--- src/rtl/shift_add_mult_ctrl.sv ---
// Control FSM for a shift-and-add multiplier. The datapath (accumulator and
// multiplier shift register) lives outside this block; this FSM only issues
// the load / add / shift strobes and tracks how many multiplier bits remain.
// All outputs are Moore outputs decoded from the state and bit counter.
module shift_add_mult_ctrl #(
  parameter int N = 8
) (
  input  logic                     clk,
  input  logic                     rst_n,
  input  logic                     start,
  input  logic                     abort,
  input  logic                     q0,
  input  logic                     ack,
  output logic                     load,
  output logic                     add_en,
  output logic                     shift_en,
  output logic                     busy,
  output logic                     done,
  output logic [$clog2(N+1)-1:0]   bits_left
);

  localparam int W = $clog2(N + 1);

  localparam logic [2:0] S_IDLE  = 3'd0;
  localparam logic [2:0] S_LOAD  = 3'd1;
  localparam logic [2:0] S_TEST  = 3'd2;
  localparam logic [2:0] S_ADD   = 3'd3;
  localparam logic [2:0] S_SHIFT = 3'd4;
  localparam logic [2:0] S_DONE  = 3'd5;

  logic [2:0]   state_reg;
  logic [2:0]   state_next;
  logic [W-1:0] bits_reg;
  logic [W-1:0] bits_next;

  // Next-state and counter logic; abort out of any active state wins over
  // every other transition, and leaving for IDLE always clears the counter.
  always_comb begin
    state_next = state_reg;
    bits_next  = bits_reg;
    if (abort && (state_reg != S_IDLE)) begin
      state_next = S_IDLE;
      bits_next  = '0;
    end else begin
      case (state_reg)
        S_IDLE: begin
          bits_next = '0;
          if (start) begin
            state_next = S_LOAD;
          end
        end
        S_LOAD: begin
          bits_next  = W'(N);
          state_next = S_TEST;
        end
        S_TEST: begin
          state_next = q0 ? S_ADD : S_SHIFT;
        end
        S_ADD: begin
          state_next = S_SHIFT;
        end
        S_SHIFT: begin
          if (bits_reg == W'(1)) begin
            bits_next  = '0;
            state_next = S_DONE;
          end else if (bits_reg == '0) begin
            // Unreachable in normal operation; never wrap the counter.
            bits_next  = '0;
            state_next = S_IDLE;
          end else begin
            bits_next  = bits_reg - W'(1);
            state_next = S_TEST;
          end
        end
        S_DONE: begin
          // start alongside ack is deliberately not remembered.
          if (ack) begin
            bits_next  = '0;
            state_next = S_IDLE;
          end
        end
        default: begin
          bits_next  = '0;
          state_next = S_IDLE;
        end
      endcase
    end
  end

  // State and counter registers with synchronous active-low reset.
  always_ff @(posedge clk) begin
    if (!rst_n) begin
      state_reg <= S_IDLE;
      bits_reg  <= '0;
    end else begin
      state_reg <= state_next;
      bits_reg  <= bits_next;
    end
  end

  // Moore output decode: exactly one strobe per datapath state.
  assign load      = (state_reg == S_LOAD);
  assign add_en    = (state_reg == S_ADD);
  assign shift_en  = (state_reg == S_SHIFT);
  assign done      = (state_reg == S_DONE);
  assign busy      = (state_reg != S_IDLE);
  assign bits_left = bits_reg;

endmodule

--- config.mk ---
export PLATFORM = sky130hd
export DESIGN_NAME = shift_add_mult_ctrl
export DESIGN_NICKNAME = d
export VERILOG_FILES = /design/src/rtl/shift_add_mult_ctrl.sv
export SDC_FILE = /design/constraint.sdc
export NUM_CORES = 1
export LEC_CHECK = 0
export ABC_AREA = 1
export BUFFER_PORTS_ARGS = -buffer_cell sky130_fd_sc_hd__clkbuf_2
export CAP_MARGIN = 20
export CELL_PAD_IN_SITES_DETAIL_PLACEMENT = 1
export CELL_PAD_IN_SITES_GLOBAL_PLACEMENT = 2
export CORE_MARGIN = 8
export CORE_UTILIZATION = 22
export DETAILED_ROUTE_END_ITERATION = 8
export MAX_ROUTING_LAYER = met4
export PLACE_DENSITY = 0.68
export SYNTH_ARGS = -nofsm -noshare
export SYNTH_HDL_FRONTEND = slang
export SYNTH_SLANG_ARGS = --single-unit
export TNS_END_PERCENT = 10
--- constraint.sdc ---
create_clock -name clk -period 1.44 [get_ports clk]
set_clock_uncertainty 0.2 [all_clocks]
set_input_delay 0 -clock clk [delete_from_list [all_inputs] [get_ports clk]]
set_output_delay 0 -clock clk [all_outputs]
set_load 0.02 [all_outputs]
== After elaboration in Yosys (flattened, before gate mapping) ==
Cells that the tools add are included.
Cells by class
  add/subtract/negate cells: 1
  equal/unequal tests: 8
  multiplexer cells: 10
  bitwise logic cells: 2
  reductions and logical operators: 8
Operator list (count)
  case mux 3 bit (6 select lines): 1
  case mux 4 bit (4 select lines): 1
  2-to-1 mux 3 bit: 4
  2-to-1 mux 4 bit: 3
  == test 3 x 2 -> 1 bit (second input constant): 2
  == test 3 bit (second input constant): 2
  == test 4 x 1 -> 1 bit (second input constant): 1
  logical NOT 4 bit: 1
  inequality test 2 bit (second input constant): 2
  AND reduction 2 bit: 2
  OR reduction 2 bit: 2
  subtractor 4 x 1 -> 4 bit (second input constant): 1
  == test 3 x 1 -> 1 bit (second input constant): 1
  logical NOT 3 bit: 1
  nonzero test 3 bit: 1
  2-to-1 mux 2 bit: 1
  NOT 1 bit: 2
  logical AND 1 bit: 1
Storage, ports and cells
  register bits after elaboration: 7
  input port bits: 6
  output and inout bits: 9
  logic and storage cells: 31

== Longest topological paths before layout ==
Gate-level depths: netlist (run 1).
  depth after elaboration: 4
  mapped depth: 7
  gate-level depth less buffers: 7

== Least setup slack after synthesis (run 1) ==
Ideal clock, no wire load.
  kind: register to register
  from: reg state_reg[0]
  to: reg bits_reg[3] (netlist: bits_left[3])
  setup time: 64 ps
  arrival time: 1223 ps
  data required time: 1176 ps
  setup slack: -47 ps
  stages on the path, launching flop included: 7
  buffers on the path: 0
  period minus slack after synthesis: 1487 ps
  path through: dfxtp_1 inv_1 nor3_1 inv_1 nand2_1 nor2_1 nor2_1
On the way
  elaborated cells on any way between the ends: 13
  those cells by class: eq/ne: 6; mux: 1; bitwise: 1; reduce/logical: 5
RTL lines
  start: declaration: RTL line 31  | logic [2:0] state_reg;
  start signal: assignment: RTL line 96  | state_reg <= state_next;
  == test 3 x 1 -> 1 bit
  net load: RTL line 14  | output logic load,
  case mux 4 bit (4 select lines): RTL line 45  | case (state_reg)
  end signal: assignment: RTL line 97  | bits_reg <= bits_next;
  end: declaration: RTL line 33  | logic [W-1:0] bits_reg;
The timed path passes the listed nets, and every way through them passes these cells.
A chain may end at the register's enable or synchronous reset.

== Worst setup path in the final report (run 1) ==
  from: reg state_reg[0]
  to: out done
On the way
  word-level cells in the longest chain between the ends: 1
RTL lines
  == test 3 bit: RTL line 105  | assign done = (state_reg == S_DONE);
  end: declaration: RTL line 18  | output logic done,
No other way between the ends.

==> results of run 1 <==
path summary, 6_finish.rpt:
kind | end | depth (start not counted)
worst max-delay path | done | 4
worst min-delay path | state_reg[2]$_SDFFE_PP0P_ | 6
worst max register to register | state_reg[0]$_SDFFE_PP0P_ | 7
worst min register to register | bits_left[2]$_SDFFE_PP0P_ | 2
report_power, final:
part	internal, mW	switching [mW]
registers	0.221	0.0334
logic	0.0985	0.196
clock network	0.106	0.0810
metal layers:
layer	track usage, %	vias to the layer above
li1	-	274
met1	8.643	223
met2	13.87	8
met3	4.237	5
met4	5.648	0
met5	-	-
cell usage in the layout (no fill, tap or decap):
| master | instances |
|---|---|
| nor2_2 | 1 |
| a21oi_2 | 1 |
| inv_2 | 1 |
| nor3_2 | 1 |
| clkbuf_2 | 14 |
| o21ai_0 | 2 |
| nand2_2 | 5 |
| dlygate4sd3_1 | 4 |
| clkbuf_4 | 3 |
| nand4_1 | 1 |
| buf_4 | 1 |
| nand3_1 | 6 |
| dfxtp_1 | 5 |
| dfxtp_2 | 2 |
| inv_1 | 11 |
| o211ai_1 | 1 |
| nand2_1 | 21 |
| a21oi_1 | 4 |
| clkbuf_1 | 1 |
| nor2_1 | 12 |
cell families (layout without fill, tap and decap cells):
logic type,count (synthesis),count (layout),synth area share [%]
AOI/OAI and AO/OA,8,8,10.66
buffers and inverters,12,35,10.37
DFF,7,7,32.28
and+or+nand+nor,47,47,46.69
area by class of cell:
cell class	count	share of cell area [%]
Inverter	12	7.273
Clock buffer	4	4.242
Tap cell	27	5.455
Timing Repair Buffer	19	18.99
Sequential cell	7	23.03
Multi-Input combinational cell	55	41.01
critical path: cells and delay by family, from the launching register on:
kind	cells	cell delay, ns
buffers and inverters	2	0.29
DFF	1	0.40
and+or+nand+nor	2	0.23
per-stage QoR:
stage | worst slack (ns) | hold WS, ns | total power, mW | utilization (%)
after floorplan | 0.09394 | -0.02381 | 0.4573 | -
after global placement | 0.04170 | 0.1253 | 0.5548 | 28.95
after detailed placement | 0.03947 | 0.1318 | 0.5474 | 28.95
after CTS | 0.01777 | 0.0002648 | 0.7483 | 32.43
after global routing | -0.01488 | 0.03900 | 0.7929 | 32.57
final | 0.06044 | -0.004847 | 0.7368 | 32.57
repair_timing:
item                                   in CTS  in global routing
hold buffers                                4                  0
setup endpoints to repair                   0                  5
endpoints found under the hold margin       7                  0
gates resized for setup                     0                  2
==> results.md, run 1 <==
* Outcome: complete, but fails checks
* Failing checks: negative hold slack
* Seq/Total Area, Yosys at 32.28%
* Yosys top cell area share at 32.28%
* Top post-synthesis cells by count: 21 x nand2_1, 12 x nor2_1, 11 x inv_1, 7 x dfxtp_1, 6 x nand3_1
* Synth Flop Type: dfxtp_1
* First-pass GRT wire length at 2.263 mm
* DR DRC count at 0
* Count leader, synth: nand2_1
* H-tree levels at 1
* Async set-or-reset flop fraction in the synthesized netlist at 0%
* Die H at 60.43 µm
* Vias in the first global route at 534
* Starting Density at 22.83%
* Mapped Cells at 74
* Final hold violations at 1
* Postcts setup bufs at 0
* Hold_sp: q0
* Share of cells above drive strength 1 at 29.90%
* Hold slack at -0.004847 ns
* Gr usage total at 8.842%
* CTS tree: built
* FF+latch area at 142.6 µm²
* Clk root buf: clkbuf_4
* DR iter-0 viols at 3
* Via count at 510
* Met3 routed WL at 73 µm
* Placed inst area at 550.5 µm²
* Syn_nets at 80
* Final net count at 104
* Worst slew pin tran at 0.1949 ns
* Wl on met1 at 660 µm
* Inserted Diodes at 0
* Largest net degree at the start of global routing at 7
* Leakage power at 0.3057 nW
* Via density at 4.113
* Grt ovf at 0
* Final Slew Violations at 0
* Critical R2R Launch: state_reg[0]$_SDFFE_PP0P_
* Slowest cell on crit path: dfxtp_1
* Top cells by area, synth: dfxtp_1 32%, nand2_1 18%, nor2_1 10%
* Worst EP required at 1.24 ns
* CTS Buf Count at 3
* RSZ-0062 raised after global routing: true
* Fill cells at 271
* DR top layer: met4
* DPL Wire Length at 1.087 mm
* Crit path cell chain: nand2_1, nor2_2, buf_4, clkbuf_2
* Final Cell Area at 619.3 µm²
* Fin crit period at 1.380 ns
* Area occupied by multi-input gates at 254.0 µm²
* Die X at 60.43 µm
* Syn Std Cell Area at 434.2 µm²
* EDFF count, synth at 0
* Power per cell area at 1190 mW/mm²
* Initial antenna violation count at 0
* Setup violators final at 0
* Port bufs at 14
* Worst slew margin at 86.87%
* Largest register FFs at 4
* Max Root-Sink Buffers at 2
* Setup TNS at 0 ns
* Yosys cell types at 14
* Sink Count at 7
* Hold Crit Class: in -> reg
* Syn Area/Cell at 5.867 µm²
* FF-to-FF setup slack at 0.10 ns
* FF+latch count, synth at 7
* DRT Wirelength at 1.416 mm
* Leading area contributor after synthesis: dfxtp_1
* Final ANT Viol Nets at 0
* Clk pin slew, worst setup/hold paths at 0.05 ns
* Met2 wire length at 651 µm
* Final GP Congestion at 0.7535
* Top Ports at 15
* Crit path max fanout at 5
* Endpoint class of the critical path: output pin
* Placed cells at 116
* VDD IR max at 0.0004992 V
* WL per Instance at 11.42 µm
* Drt pass-1 iters at 3
* Clock latency on the worst-skew pair at 0.26 ns
* Die ar. at 0.003651 mm²
* Crit. Startpoint: state_reg[0]$_SDFFE_PP0P_
* Row cnt at 16
* Achievable Freq at 724.9 MHz
* Final cycle utilization of the critical path at 95.80%
* Layout area overhead at 42.65%
* Worst path arrival time at 1.18 ns
* Delay of the slowest critical-path stage at 0.40 ns
* Post-Layout Cell Count at 124
* Crit start category: register
* Core region area at 0.001902 mm²
* # Max-Cap Violations at 0
* Yosys warnings at 0
* Critical path class: reg -> out
Note: power is estimated with default switching activity, not from simulation.
==> inputs of run 2 (changes only) <==
- BUFFER_PORTS_ARGS: -buffer_cell sky130_fd_sc_hd__clkbuf_2 -> unset
- CORE_UTILIZATION: 22 -> 27
- DONT_BUFFER_PORTS: unset -> 1
- PLACE_DENSITY: 0.68 -> 0.66
==> results.md, run 2 (synthesis gave the netlist of run 1 again) <==
* Vias in the first global route at 517 (-3.2%)
* Hold Crit Class: in -> reg
* VDD IR max at 0.0005561 V (+11%)
* Setup TNS at 0 ns (unchanged)
* Crit path max fanout at 6 (+1)
* Placed inst area at 519.2 µm² (-5.7%)
* Outcome: finished clean
* Setup Slack @ Placement at 0.06362 ns (+0.02415 ns)
* Leading cell type in the layout, fill and taps excluded: nand2_1
* CTS tree: built
* Worst path arrival time at 1.25 ns (+0.07 ns)
* H-tree levels at 1 (unchanged)
* Final Slew Violations at 0 (unchanged)
* Inserted Diodes at 0 (unchanged)
* Gr usage total at 9.133% (+0.29 points)
* Via count at 512 (+0.39%)
* WL per Instance at 12.74 µm (+12%)
* RSZ-0062 raised after global routing: false
* DR DRC count at 0 (unchanged)
* Final hold violations at 0 (-1)
* Worst setup margin at 0.1337 ns (+0.07325 ns)
* Worst slew margin at 83.49% (-3.4 points)
* Clk root buf: clkbuf_4
* Setup violators final at 0 (unchanged)
* Hold slack at 0.3114 ns (+0.3163 ns)
* Clock latency on the worst-skew pair at 0.25 ns (about the same)
* Worst slew pin tran at 0.2474 ns (+0.05253 ns)
* Placed cells at 98 (-16%)
* First-pass GRT wire length at 2.311 mm (+2.1%)
* Final ANT Viol Nets at 0 (unchanged)
* CTS Buf Count at 3 (unchanged)
* Achievable Freq at 765.5 MHz (+5.6%)
* Power per cell area at 1261 mW/mm² (+6.0%)
* Final GP Congestion at 0.7338 (-2.6%)
* Die H at 56.10 µm (-7.2%)
* Commonest non-fill, non-tap cells in the layout: 21 x nand2_1, 11 x inv_1, 10 x nor2_1, 8 x buf_4, 6 x nand3_1
* Drt pass-1 iters at 3 (unchanged)
* Starting Density at 28.82% (+6.0 points)
* Crit start category: register
* Final Cell Area at 603.1 µm² (-2.6%)
* Die X at 56.10 µm (-7.2%)
* Worst EP required at 1.39 ns (+0.15 ns)
* Critical path class: reg -> reg
* Final net count at 98 (-5.8%)
* Initial antenna violation count at 0 (unchanged)
* Postcts setup bufs at 0 (unchanged)
* Top Ports at 15 (unchanged)
* Die ar. at 0.003147 mm² (-14%)
* Sink Count at 7 (unchanged)
* Layout area overhead at 38.90%
* Grt ovf at 0 (unchanged)
* # Max-Cap Violations at 0 (unchanged)
* Share of cells above drive strength 1 at 26.37% (-3.5 points)
* Port bufs at 0 (-14)
* Leakage power at 0.2857 nW (-6.5%)
* Fin crit period at 1.306 ns (-0.07325 ns)
* Fill cells at 205 (-24%)
* Core region area at 0.001506 mm² (-21%)
* Row cnt at 14 (-2)
* DR iter-0 viols at 4 (+1)
* Endpoint class of the critical path: register
* Via density at 4.785 (+16%)
* Max Root-Sink Buffers at 2 (unchanged)
* Largest net degree at the start of global routing at 7 (unchanged)
* Clk pin slew, worst setup/hold paths at 0.05 ns (about the same)
* Largest register FFs at 4 (unchanged)
* Final cycle utilization of the critical path at 90.72% (-5.1 points)
* DRT Wirelength at 1.363 mm (-3.7%)
* Post-Layout Cell Count at 107 (-14%)
* DPL Wire Length at 1.037 mm (-4.6%)
[run 2: layout make-up]
cell class              count  area (µm²)  area share [%]
multi-input cells          55       259.0           42.95
flip-flops and latches      7       142.6           23.65
repair buffers             13       110.1           18.26
inverters                  12       45.04           7.469
clock buffers               4       26.28           4.357
well taps                  16       20.02           3.320
[run 2: final timing paths]
kind | startpoint | to | slack, ns | cells after the start
setup / recovery | state_reg[0]$_SDFFE_PP0P_ | state_reg[0]$_SDFFE_PP0P_ | 0.13 | 7
hold / removal | ack | state_reg[0]$_SDFFE_PP0P_ | 0.31 | 4
setup reg to reg | state_reg[0]$_SDFFE_PP0P_ | state_reg[0]$_SDFFE_PP0P_ | 0.13 | 7
hold reg to reg | bits_left[1]$_SDFFE_PP0P_ | bits_left[1]$_SDFFE_PP0P_ | 0.33 | 2
[run 2: routing by layer]
layer	wire length (µm)	share of wire, %	vias to the layer above	GRT usage, %
met4	0	0	0	1.031
met2	618	45	10	14.10
met1	660	48	238	10.31
met3	84	6.2	0	5.251
li1	-	-	264	-
met5	0	0	-	-
[run 2: timing repair]
item / CTS / global route
hold buffers: 5 / 0
endpoints found under the hold margin: 7 / 0
endpoints found under the setup margin: 0 / 4
gates resized for setup: 0 / 4
[run 2: critical path, cell delays in order, from the launching register on]
cell and delay, ns:
dfxtp_1 0.41, nor2_2 0.08, nand2_2 0.10, nand2_2 0.06
nand2_2 0.14, inv_1 0.08, nand3_1 0.08, nand2_1 0.05
[run 2: per-stage QoR]
stage	utilization, %	power, mW
2_1_floorplan	-	0.4573
3_3_place_gp	34.47	0.5641
3_5_place_dp	34.47	0.5605
4_1_cts	39.53	0.7642
5_1_grt	40.03	0.8236
6_report	40.03	0.7606
[run 2: power breakdown]
part / total [mW] / switching [mW] / internal, mW
clock network: 0.180 / 0.0741 / 0.106
registers: 0.256 / 0.0343 / 0.221
logic: 0.325 / 0.209 / 0.116
total: 0.761 / 0.317 / 0.443
==> inputs of run 3 (changes only) <==
==> constraint.sdc (replaced) <==
create_clock -name clk -period 1.44 [get_ports clk]
set_clock_uncertainty 0.2 [all_clocks]
set_input_delay 0.36 -clock clk [delete_from_list [all_inputs] [get_ports clk]]
set_output_delay 0.36 -clock clk [all_outputs]
set_load 0.02 [all_outputs]
==> results.md, run 3 (synthesis gave the netlist of run 1 again) <==
* Outcome: complete, but fails checks
* Failing checks: negative setup slack
* Core region area at 0.001506 mm² (unchanged)
* Via count at 512 (unchanged)
* Delay of the slowest critical-path stage at 0.40 ns (about the same)
* Hold Crit Class: in -> reg
* Vias in the first global route at 571 (+10%)
* Inserted Diodes at 0 (unchanged)
* Worst slew pin tran at 0.2203 ns (-0.02715 ns)
* Die ar. at 0.003147 mm² (unchanged)
* Worst slew margin at 85.26% (+1.8 points)
* Final hold violations at 0 (unchanged)
* Clock latency on the worst-skew pair at 0.26 ns (about the same)
* H-tree levels at 1 (unchanged)
* WL per Instance at 14.35 µm (+13%)
* Leakage power at 0.3123 nW (+9.3%)
* Endpoint class of the critical path: output pin
* Power per cell area at 1390 mW/mm² (+10%)
* Crit path max fanout at 5 (-1)
* Worst EP required at 0.88 ns (-0.51 ns)
* Clk root buf: clkbuf_4
* Total power at 0.9479 mW (+25%)
* Layout area overhead at 57.06%
* Grt ovf at 0 (unchanged)
* Die H at 56.10 µm (unchanged)
* Share of cells above drive strength 1 at 43.01% (+17 points)
* VDD IR max at 0.0008311 V (+49%)
* Drt pass-1 iters at 4 (+1)
* Achievable Freq at 629.4 MHz (-18%)
* Sink Count at 7 (unchanged)
* Slowest cell on crit path: dfxtp_4
* Top Ports at 15 (unchanged)
* Row cnt at 14 (unchanged)
* Worst path arrival time at 1.03 ns (-0.22 ns)
* Cell family with most CP delay: flip-flops
* WP buf/inv at 1 (unchanged)
* Worst setup margin at -0.1489 ns (-0.2826 ns)
* Via density at 4.697 (-1.8%)
* Final net count at 100 (+2.0%)
* Placed cells at 99 (+1.0%)
* Setup Slack @ Placement at 0.08449 ns (+0.02086 ns)
* Max Root-Sink Buffers at 2 (unchanged)
* Leading cell type in the layout, fill and taps excluded: nand2_1
* Port bufs at 0 (unchanged)
* Final ANT Viol Nets at 0 (unchanged)
* DR DRC count at 0 (unchanged)
* Largest net degree at the start of global routing at 7 (unchanged)
* DRT Wirelength at 1.564 mm (+15%)
* CTS tree: built
* Initial antenna violation count at 0 (unchanged)
* Setup violators final at 7 (+7)
* Crit path cell chain: nand2_2, nor2_4, buf_6
* Commonest non-fill, non-tap cells in the layout: 19 x nand2_1, 10 x nor2_1, 9 x buf_4, 8 x inv_1
* Critical path class: reg -> out
* Die X at 56.10 µm (unchanged)
* Final Slew Violations at 0 (unchanged)
* DPL Wire Length at 1.047 mm (+0.89%)
* CTS Buf Count at 3 (unchanged)
* DR iter-0 viols at 7 (+3)
* Crit start category: register
* # Max-Cap Violations at 0 (unchanged)
* Final cycle utilization of the critical path at 110.3% (+20 points)
* Final GP Congestion at 0.8118 (+11%)
* Hold slack at 0.09889 ns (-0.2125 ns)
* Post-Layout Cell Count at 109 (+1.9%)
* Starting Density at 28.82% (unchanged)
* Fin crit period at 1.589 ns (+0.2826 ns)
* Gr usage total at 10.27% (+1.1 points)
* Largest register FFs at 4 (unchanged)
* Clk pin slew, worst setup/hold paths at 0.06 ns (about the same)
* First-pass GRT wire length at 2.504 mm (+8.4%)
* RSZ-0062 raised after global routing: true
run 3: cell types whose count changed in the layout (fill, tap and decap cells not counted), moves of 2 or more:
cell           before  now
dfxtp_4             0    3
inv_4               0    4
nor2_2              3    0
dfxtp_1             5    2
dlygate4sd3_1       5    0
nor2_4              0    3
inv_1              11    8
buf_6               0    6
nand2_1            21   19
run 3: metrics by stage:
stage	util (%)	TNS, ns	instance area (µm²)
after CTS	41.86	-0.7502	630.6
after global placement	34.97	0	526.8
after floorplan	-	0	439.2
final	45.27	-0.6868	681.9
after detailed placement	34.97	0	526.8
after global routing	45.27	-1.096	681.9
run 3: report_power, final:
group	switching, mW	internal, mW	leakage (nW)	total [mW]
logic	0.255	0.222	0.235	0.477
clock network	0.0852	0.102	0.0177	0.187
registers	0.0554	0.228	0.0600	0.284
total	0.395	0.553	0.312	0.948
run 3: final timing paths:
check	startpoint	end	slack, ns	cells after the start
worst max-delay path	state_reg[2]$_SDFFE_PP0P_	done	-0.15	3
worst min-delay path	ack	state_reg[0]$_SDFFE_PP0P_	0.1	3
worst max register to register	state_reg[1]$_SDFFE_PP0P_	state_reg[1]$_SDFFE_PP0P_	-0.05	9
worst min register to register	bits_left[0]$_SDFFE_PP0P_	bits_left[0]$_SDFFE_PP0P_	0.30	2
run 3: worst register-to-register path, stage by stage, from the launching register on:
cell,delay [ns]
dfxtp_4,0.43
nor3_4,0.07
buf_4,0.13
buf_6,0.10
buf_6,0.10
buf_6,0.11
inv_4,0.04
nand2_1,0.05
nor2_1,0.10
nor2_1,0.05
run 3: final cells by class:
type | count | area [µm²]
Clock buffer | 3 | 22.52
Timing Repair Buffer | 15 | 135.1
Multi-Input combinational cell | 55 | 290.3
Sequential cell | 7 | 153.9
Tap cell | 16 | 20.02
Inverter | 12 | 55.05
Clock inverter | 1 | 5.005
Fill cell | 204 | 824.5
run 3: what timing repair did:
item | 4_1_cts | 5_1_grt
buffers inserted | 6 | 1
resized for setup | 16 | 14
setup endpoints to repair | 5 | 9
pin swaps | 4 | 5
gates cloned | 0 | 0
hold buffers | 0 | 0
run 3: routing by layer:
metal | part of all wire, % | up-vias | GRT usage, %
met3 | 4.7 | 2 | 5.251
met2 | 52 | 10 | 17.12
met4 | 0.64 | 0 | 1.031
li1 | - | 268 | -
met1 | 42 | 232 | 11.00
met5 | 0 | - | -
